==> config.mk <==
export PLATFORM = sky130hd
export DESIGN_NAME = mash_out_gen_p_flat
export DESIGN_NICKNAME = d
export VERILOG_FILES = /design/src/rtl/mash_out_gen_p_if.sv /design/src/rtl/mash_out_gen_p.sv /design/src/flat_wrapper.sv
export SDC_FILE = /design/constraint.sdc
export NUM_CORES = 1
export LEC_CHECK = 0
export ABC_CLOCK_PERIOD_IN_PS = 2700
export CAP_MARGIN = 20
export CORE_ASPECT_RATIO = 1.4
export CORE_MARGIN = 2
export CORE_UTILIZATION = 30
export CTS_CLUSTER_SIZE = 24
export DETAILED_ROUTE_END_ITERATION = 8
export PLACE_DENSITY_LB_ADDON = 0.25
export SYNTH_ARGS = -nofsm -noshare
export SYNTH_HDL_FRONTEND = slang
export SYNTH_SLANG_ARGS = --single-unit
==> constraint.sdc <==
create_clock -name i_clk -period 2.7 [get_ports i_clk]
set_input_delay 0.405 -clock i_clk [delete_from_list [all_inputs] [get_ports i_clk]]
set_output_delay 0.405 -clock i_clk [all_outputs]
set_load 0.05 [all_outputs]
==> src/rtl/mash_out_gen_p_if.sv <==
// rtl/mash_out_gen_p_if.sv - integer/noise input and divider-word output bundle for mash_out_gen_p
interface mash_out_gen_p_if #(
    parameter int P_INT_W   = 8,
    parameter int P_NOISE_W = 4
);
    logic [P_INT_W-1:0]   i_int;
    logic [P_NOISE_W-1:0] i_noise;
    logic                 i_noise_vld;
    logic [P_INT_W-1:0]   o_div;
    logic                 o_div_vld;
    logic                 o_sat;

    // Source side: the MASH core and integer-word provider, which also observes the divider word
    modport master (
        output i_int,
        output i_noise,
        output i_noise_vld,
        input  o_div,
        input  o_div_vld,
        input  o_sat
    );

    // Output stage side
    modport slave (
        input  i_int,
        input  i_noise,
        input  i_noise_vld,
        output o_div,
        output o_div_vld,
        output o_sat
    );
endinterface

==> src/rtl/mash_out_gen_p.sv <==
// rtl/mash_out_gen_p.sv - MASH output stage: align integer, add noise, clamp, register, count clamps
module mash_out_gen_p #(
    parameter int P_INT_W     = 8,
    parameter int P_NOISE_W   = 4,
    parameter int P_ALIGN_DLY = 1,
    parameter int P_OUT_MIN   = 0,
    parameter int P_OUT_MAX   = 255,
    parameter int P_CNT_W     = 8
) (
    input  logic               i_clk,
    input  logic               i_rst_n,
    input  logic               i_en,
    input  logic               i_bypass,
    input  logic               i_cnt_clr,
    mash_out_gen_p_if.slave    s_if,
    output logic               o_sat_sticky,
    output logic [P_CNT_W-1:0] o_sat_cnt
);
    // Two guard bits: one for the unsigned-to-signed extension, one so int + noise never wraps
    localparam int SW = P_INT_W + 2;
    localparam logic signed [SW-1:0]    S_MIN   = SW'(P_OUT_MIN);
    localparam logic signed [SW-1:0]    S_MAX   = SW'(P_OUT_MAX);
    localparam logic [P_INT_W-1:0]      D_MIN   = P_INT_W'(P_OUT_MIN);
    localparam logic [P_INT_W-1:0]      D_MAX   = P_INT_W'(P_OUT_MAX);
    localparam logic [P_CNT_W-1:0]      CNT_TOP = {P_CNT_W{1'b1}};

    logic [P_INT_W-1:0]     int_al;
    logic signed [SW-1:0]   sum;
    logic [P_INT_W-1:0]     clamp_val;
    logic                   clamped;
    logic                   upd;

    logic [P_INT_W-1:0]     div_q, div_d;
    logic                   div_vld_q, div_vld_d;
    logic                   sat_q, sat_d;
    logic                   sticky_q, sticky_d;
    logic [P_CNT_W-1:0]     cnt_q, cnt_d;

    // Integer alignment delay line; advances only on enabled cycles so it tracks the MASH pipeline
    generate
        if (P_ALIGN_DLY == 0) begin : g_nodly
            assign int_al = s_if.i_int;
        end else begin : g_dly
            logic [P_INT_W-1:0] dly_q [P_ALIGN_DLY];
            logic [P_INT_W-1:0] dly_d [P_ALIGN_DLY];

            // Next-state of the shift register: shift on enable, otherwise hold
            always_comb begin
                for (int i = 0; i < P_ALIGN_DLY; i++) begin
                    dly_d[i] = dly_q[i];
                end
                if (i_en) begin
                    dly_d[0] = s_if.i_int;
                    for (int i = 1; i < P_ALIGN_DLY; i++) begin
                        dly_d[i] = dly_q[i-1];
                    end
                end
            end

            // Delay-line registers, cleared by reset so the first words after release are zero
            always_ff @(posedge i_clk or negedge i_rst_n) begin
                if (!i_rst_n) begin
                    for (int i = 0; i < P_ALIGN_DLY; i++) begin
                        dly_q[i] <= '0;
                    end
                end else begin
                    for (int i = 0; i < P_ALIGN_DLY; i++) begin
                        dly_q[i] <= dly_d[i];
                    end
                end
            end

            assign int_al = dly_q[P_ALIGN_DLY-1];
        end
    endgenerate

    // Add sign-extended noise and limit the result to the legal divider range
    always_comb begin
        sum = $signed({2'b00, int_al})
            + $signed({{(SW-P_NOISE_W){s_if.i_noise[P_NOISE_W-1]}}, s_if.i_noise});
        clamped   = 1'b0;
        clamp_val = sum[P_INT_W-1:0];
        if (sum < S_MIN) begin
            clamp_val = D_MIN;
            clamped   = 1'b1;
        end else if (sum > S_MAX) begin
            clamp_val = D_MAX;
            clamped   = 1'b1;
        end
    end

    // Output word, strobe, saturation flag and clamp statistics
    always_comb begin
        upd       = i_en & s_if.i_noise_vld;
        div_vld_d = upd;
        div_d     = div_q;
        sat_d     = 1'b0;
        // A clear in the same cycle as a clamp event is applied first, so the event still counts
        cnt_d     = i_cnt_clr ? '0 : cnt_q;
        sticky_d  = i_cnt_clr ? 1'b0 : sticky_q;
        if (upd) begin
            div_d = i_bypass ? int_al : clamp_val;
            sat_d = ~i_bypass & clamped;
            if (~i_bypass & clamped) begin
                sticky_d = 1'b1;
                if (cnt_d != CNT_TOP) begin
                    cnt_d = cnt_d + P_CNT_W'(1);
                end
            end
        end
    end

    // Output and status registers
    always_ff @(posedge i_clk or negedge i_rst_n) begin
        if (!i_rst_n) begin
            div_q     <= '0;
            div_vld_q <= 1'b0;
            sat_q     <= 1'b0;
            sticky_q  <= 1'b0;
            cnt_q     <= '0;
        end else begin
            div_q     <= div_d;
            div_vld_q <= div_vld_d;
            sat_q     <= sat_d;
            sticky_q  <= sticky_d;
            cnt_q     <= cnt_d;
        end
    end

    assign s_if.o_div     = div_q;
    assign s_if.o_div_vld = div_vld_q;
    assign s_if.o_sat     = sat_q;
    assign o_sat_sticky   = sticky_q;
    assign o_sat_cnt      = cnt_q;
endmodule

==> src/flat_wrapper.sv <==
// flat-port wrapper written by rule: the top's interface ports become plain ports
module mash_out_gen_p_flat 
#(
    parameter int P_INT_W     = 8,
    parameter int P_NOISE_W   = 4,
    parameter int P_ALIGN_DLY = 1,
    parameter int P_OUT_MIN   = 0,
    parameter int P_OUT_MAX   = 255,
    parameter int P_CNT_W     = 8
)
  (i_clk, i_rst_n, i_en, i_bypass, i_cnt_clr, o_sat_sticky, o_sat_cnt, s_if_i_int, s_if_i_noise, s_if_i_noise_vld, s_if_o_div, s_if_o_div_vld, s_if_o_sat);
  mash_out_gen_p_if #(.P_INT_W(P_INT_W), .P_NOISE_W(P_NOISE_W)) s_if_i ();
  input  logic i_clk;
  input  logic i_rst_n;
  input  logic i_en;
  input  logic i_bypass;
  input  logic i_cnt_clr;
  output logic o_sat_sticky;
  output logic [P_CNT_W-1:0] o_sat_cnt;
  input wire logic [$bits(s_if_i.i_int)-1:0] s_if_i_int;
  input wire logic [$bits(s_if_i.i_noise)-1:0] s_if_i_noise;
  input wire logic [$bits(s_if_i.i_noise_vld)-1:0] s_if_i_noise_vld;
  output wire logic [$bits(s_if_i.o_div)-1:0] s_if_o_div;
  output wire logic [$bits(s_if_i.o_div_vld)-1:0] s_if_o_div_vld;
  output wire logic [$bits(s_if_i.o_sat)-1:0] s_if_o_sat;
  assign s_if_i.i_int = s_if_i_int;
  assign s_if_i.i_noise = s_if_i_noise;
  assign s_if_i.i_noise_vld = s_if_i_noise_vld;
  assign s_if_o_div = s_if_i.o_div;
  assign s_if_o_div_vld = s_if_i.o_div_vld;
  assign s_if_o_sat = s_if_i.o_sat;
  mash_out_gen_p #(.P_INT_W(P_INT_W), .P_NOISE_W(P_NOISE_W), .P_ALIGN_DLY(P_ALIGN_DLY), .P_OUT_MIN(P_OUT_MIN), .P_OUT_MAX(P_OUT_MAX), .P_CNT_W(P_CNT_W)) u_core (.i_clk(i_clk), .i_rst_n(i_rst_n), .i_en(i_en), .i_bypass(i_bypass), .i_cnt_clr(i_cnt_clr), .s_if(s_if_i), .o_sat_sticky(o_sat_sticky), .o_sat_cnt(o_sat_cnt));
endmodule
# ---- Word level (Yosys, flattened, before mapping)
# Index checks and enable logic that the tools add are counted.
# W data, S select, Z words.
dict set report totals {
  output_inout_bits 19
  romBits 0
  memories 0
  register_bits 27
  input_bits 18
  latchBits 0
  ram_bits 0
  elab_cells 27
}
dict set report op_classes {
  mul 0
  n_mux 13
  n_div 0
  bitwise_logic 3
  shift 0
  reduce_logical 0
  eq_ne 1
  order_cmp 2
  n_addsub 2
}
# operator count
set op_table {}
lappend op_table {{$mux W8} 7}
lappend op_table {{$add A9 B4 Y10} 1}
lappend op_table {{$gt A10 B9 Y1 const B} 1}
lappend op_table {{$lt A10 B1 Y1 const B} 1}
lappend op_table {{$add A8 B1 Y8 const B} 1}
lappend op_table {{$ne A8 B8 Y1 const B} 1}
lappend op_table {{$mux W1} 6}
lappend op_table {{$and A1 B1 Y1} 2}
lappend op_table {{$not A1 Y1} 1}

# ---- Longest topological paths before layout
# Gate-level depths: netlist of run 1.
dict set report depth {
  depth_word 7
  mapped_depth 10
  mapped_depth_nobuf 10
}

# ---- Least setup slack after synthesis of run 1
# No wires, ideal clock.
dict set report synth_path {
  path_kind {in2reg}
  from {input port s_if_i_noise[3]}
  to {register u_core.cnt_q[3] (netlist: u_core.o_sat_cnt[3])}
  required_time_ns 2.572
  t_arrival_ns 2.453
  setup_ns 0.128
  slack_ns 0.119
  path_buffers 0
  path_stages 8
  path_cell_list {ha_1 -> a21o_1 -> a221o_1 -> or3_1 -> mux2i_4 -> nor3b_4 -> nand4_1 -> mux2_1}
}
dict set report synth_between {
  elab_chain_cells 7
  elab_cells_between_ends 8
  classes_between {add/sub: 1; order compare: 2; mux: 4; bitwise: 1}
}
# item line_no
set synth_rtl {}
lappend synth_rtl {{start: declaration} flat_wrapper.sv:21} ;# input wire logic [$bits(s_if_i.i_noise)-1:0] s_if_i_noise;
lappend synth_rtl {{$add A9 B4 Y10 (*)} mash_out_gen_p.sv:80} ;# + $signed({{(SW-P_NOISE_W){s_if.i_noise[P_NOISE_W-1]}}, s_if.i_noise});
lappend synth_rtl {{$gt A10 B9 Y1} mash_out_gen_p.sv:86} ;# end else if (sum > S_MAX) begin
lappend synth_rtl {{$mux W1} mash_out_gen_p.sv:86}
lappend synth_rtl {{$mux W1 (*)} mash_out_gen_p.sv:83} ;# if (sum < S_MIN) begin
lappend synth_rtl {{$and A1 B1 Y1 (*)} mash_out_gen_p.sv:104} ;# if (~i_bypass & clamped) begin
lappend synth_rtl {{$mux W8 (*)} mash_out_gen_p.sv:104}
lappend synth_rtl {{$mux W8 (*)} mash_out_gen_p.sv:101} ;# if (upd) begin
lappend synth_rtl {{named net u_core.cnt_d[3]} mash_out_gen_p.sv:37} ;# logic [P_CNT_W-1:0] cnt_q, cnt_d;
lappend synth_rtl {{end signal: assignment} mash_out_gen_p.sv:126} ;# cnt_q <= cnt_d;
lappend synth_rtl {{end: declaration} mash_out_gen_p.sv:37}
# Mark *: on every way through the listed nets, which the timed path passes. The rest lies on a longest branch.
# A chain may end at the register's enable or synchronous reset.

# ---- Worst setup path after layout of run 1
dict set report layout_path {
  from {input port s_if_i_noise[2]}
  to {register u_core.cnt_q[3] (netlist: u_core.o_sat_cnt[3])}
}
# The elaborated chain is that of the path after synthesis.

==> qor.yml, run 1 <==
relSlewSlack_pct: 66.6
clock_path_buffers: 2
leakagePower_nw: 1.07
final_hold_viol_count: 0
cts_tree: "done"
r2r-start: "u_core.g_dly.dly_q[0]"
routedWlPerCell_um: 12.8
drv_slew: 0
critPathCapture: "u_core.o_sat_cnt[3]"
core_area_um2: 5200
post-dp-hpwl_um: 3120
multiInputGateArea_um2: 915
cts_sinks: 27
antenna_found_initial: 0
yosys.cell_types.count: 40
row_count: 31
ios: 37
required_ns: 2.86
grt_pass1_vias: 1439
status: "complete, no violations"
powerDensity_nw_per_um2: 495
place_area_um2: 2300
start_util_pct: 31.3
synth_area_um2: 1630
n_fill_cell: 543
ff2ff_path_depth: 10
synth_fp_nets: 194
die_height_um: 91.2
fin_nets: 267
clkTransAtPathRegs_ns: 0.10
drive_gt1_share_pct: 24.9
initialDrtViolationCount: 36
area_delta_synth_final_pct: 46.7
ant_nets: 0
clk_latency_ns: 0.28
clock_skew_ns: 0.00890
wl_um: 3890
syn_avg_cell_area_um2: 9.87
synth_ff_type: "dfrtp_1"
setup_viol: 0
synthCells: 165
vias_per_cell: 4.76
drcViolationCount: 0
rsz0062_at_grt: "no"
ys_warn_count: 0
timing.rr.end: "u_core.o_sat_cnt[3]"
cts_made_buffers: 3
drtPass1Iterations: 4
start_kind: "input port"
hold_class: "in2async"
clock.fmax_mhz: 391
port-buffer-count: 36
grt_use_total_pct: 13.7
final_cells: 303
seq_area_frac_synth_pct: 41.5
ctsHoldBuffers: 0
grt_pass1_wl_um: 6480
vdd_drop_max_mv: 0.181
crit_fanout: 3
drv_cap: 0
regArea_um2: 676
final_cell_mix: "35 x buf_4, 34 x clkdlybuf4s50_1, 27 x dfrtp_1"
final_common_cell: "buf_4"
finalWeightedCongestion: 0.835
synthArstFlopShare_pct: 100
dieArea_um2: 6040
overflow: 0
reg2reg_slack_ns: 0.17
synth_edf_count: 0
min_period_ns: 2.56
h-tree-depth: 1
worstMarginPinSlew_ns: 0.500
final_cell_area_um2: 2390
vias: 1443
cp.arrival_ns: 2.72
ys_seq_elements: 27
place_inst: 295
n_antenna_cell: 0
cts-root-buf: "clkbuf_8"
critPathKind: "in2reg"
grt_start_max_net_pins: 28
die_w_um: 66.3
setup.worst_path.start: "s_if_i_noise[2]"
cp-end-kind: "flip-flop"
min_period_over_period_pct: 94.7
fin_hold_ws_ns: 0.499
report_power, final:
group          total, W  internal, W  switching [W]
clock network  0.000234     0.000106       0.000128
logic          0.000479     0.000227       0.000252
registers      0.000469     0.000442      0.0000268
total           0.00118     0.000775       0.000406
kinds of logic (layout without fill, tap and decap cells):
kind of cell / after synthesis / count (layout) / synth area share (%)
adder cells (fa/ha/maj): 11 / 11 / 8.92
XOR/XNOR: 8 / 8 / 4.30
AND/OR/NAND/NOR: 54 / 54 / 17.2
multiplexers: 11 / 11 / 8.22
buffers and inverters: 13 / 85 / 3.00
flip-flops: 27 / 27 / 41.5
AO/OA/AOI/OAI: 41 / 41 / 16.8
cells in the mapped netlist (all sizes together) (2+ instances only):
master  instances  share of area, %
dfrtp          27                42
nand2          17               3.9
nor2           13               3.0
o21ai          12               3.9
ha             10               7.7
a31oi           9               3.5
mux2            9               6.2
inv             8               1.8
nor2b           8               3.5
a21oi           7               2.2
xnor2           6               3.2
a21o            4               1.8
clkbuf          4              0.92
and3            3               1.2
nand3           3              0.92
and2            2              0.77
mux2i           2               2.0
nand4           2              0.77
nor4            2              0.77
o21a            2              0.92
xor2            2               1.1
layer usage:
layer	track usage, %	wire length [µm]	share of wire (%)	vias to the layer above
met5	0	0	0	-
met2	24.7	2080	53	26
met1	16.1	1640	42	679
li1	-	-	-	734
met3	0.991	97	2.5	4
met4	6.12	68	1.7	0
critical path, stage by stage:
cell	delay, ns
clkdlybuf4s50_1	0.41
ha_1	0.31
nor2b_4	0.13
o31a_1	0.28
a221oi_4	0.35
mux2i_4	0.35
nor3b_4	0.07
nand4_1	0.10
mux2_1	0.31
timing repair:
action	4_1_cts	5_1_grt
setup endpoints to repair	16	4
pin swaps	5	3
gates resized for setup	8	2
buffers inserted	4	0
registers in the layout (all words and copies together) (netlist names):
name / flops
u_core.g_dly.dly_q: 8
u_core.o_sat_cnt: 8
u_core.s_if.o_div: 8
u_core.o_sat_sticky: 1
u_core.s_if.o_div_vld: 1
u_core.s_if.o_sat: 1
worst min path at each step:
stage,start,end,cells after the start
after floorplan,i_rst_n,u_core.g_dly.dly_q[0],0
after global placement,u_core.o_sat_sticky,u_core.o_sat_sticky,2
after detailed placement,u_core.o_sat_sticky,u_core.o_sat_sticky,2
after CTS,i_rst_n,u_core.o_sat_cnt[7],2
after global routing,i_rst_n,u_core.o_sat_sticky,2
final,i_rst_n,u_core.o_sat_cnt[7],2
final cells by class:
cell class                 instances  area share (%)
inverter                           8            1.26
sequential                        27            28.3
timing repair buffer              73            26.8
tap                               66            3.46
clock buffer                       4            1.89
multi-input combinational        125            38.3
metrics by stage:
stage	utilization, %	TNS (ns)	total power (W)	worst slack (ns)
after floorplan	-	0	0.000748	0.119
after global placement	44.2	-6.09	0.000942	-0.433
after detailed placement	44.2	-7.48	0.000945	-0.510
after CTS	46.0	0	0.00119	0.0708
after global routing	45.9	0	0.00125	0.0231
final	45.9	0	0.00118	0.143
Power figures use the tool's default switching activity.
==> inputs of run 2 (changes only) <==
CTS_CLUSTER_DIAMETER = 60   (was unset)
==> results of run 2 <==
No change in the layout: final DEF, timing and power equal those of run 1.
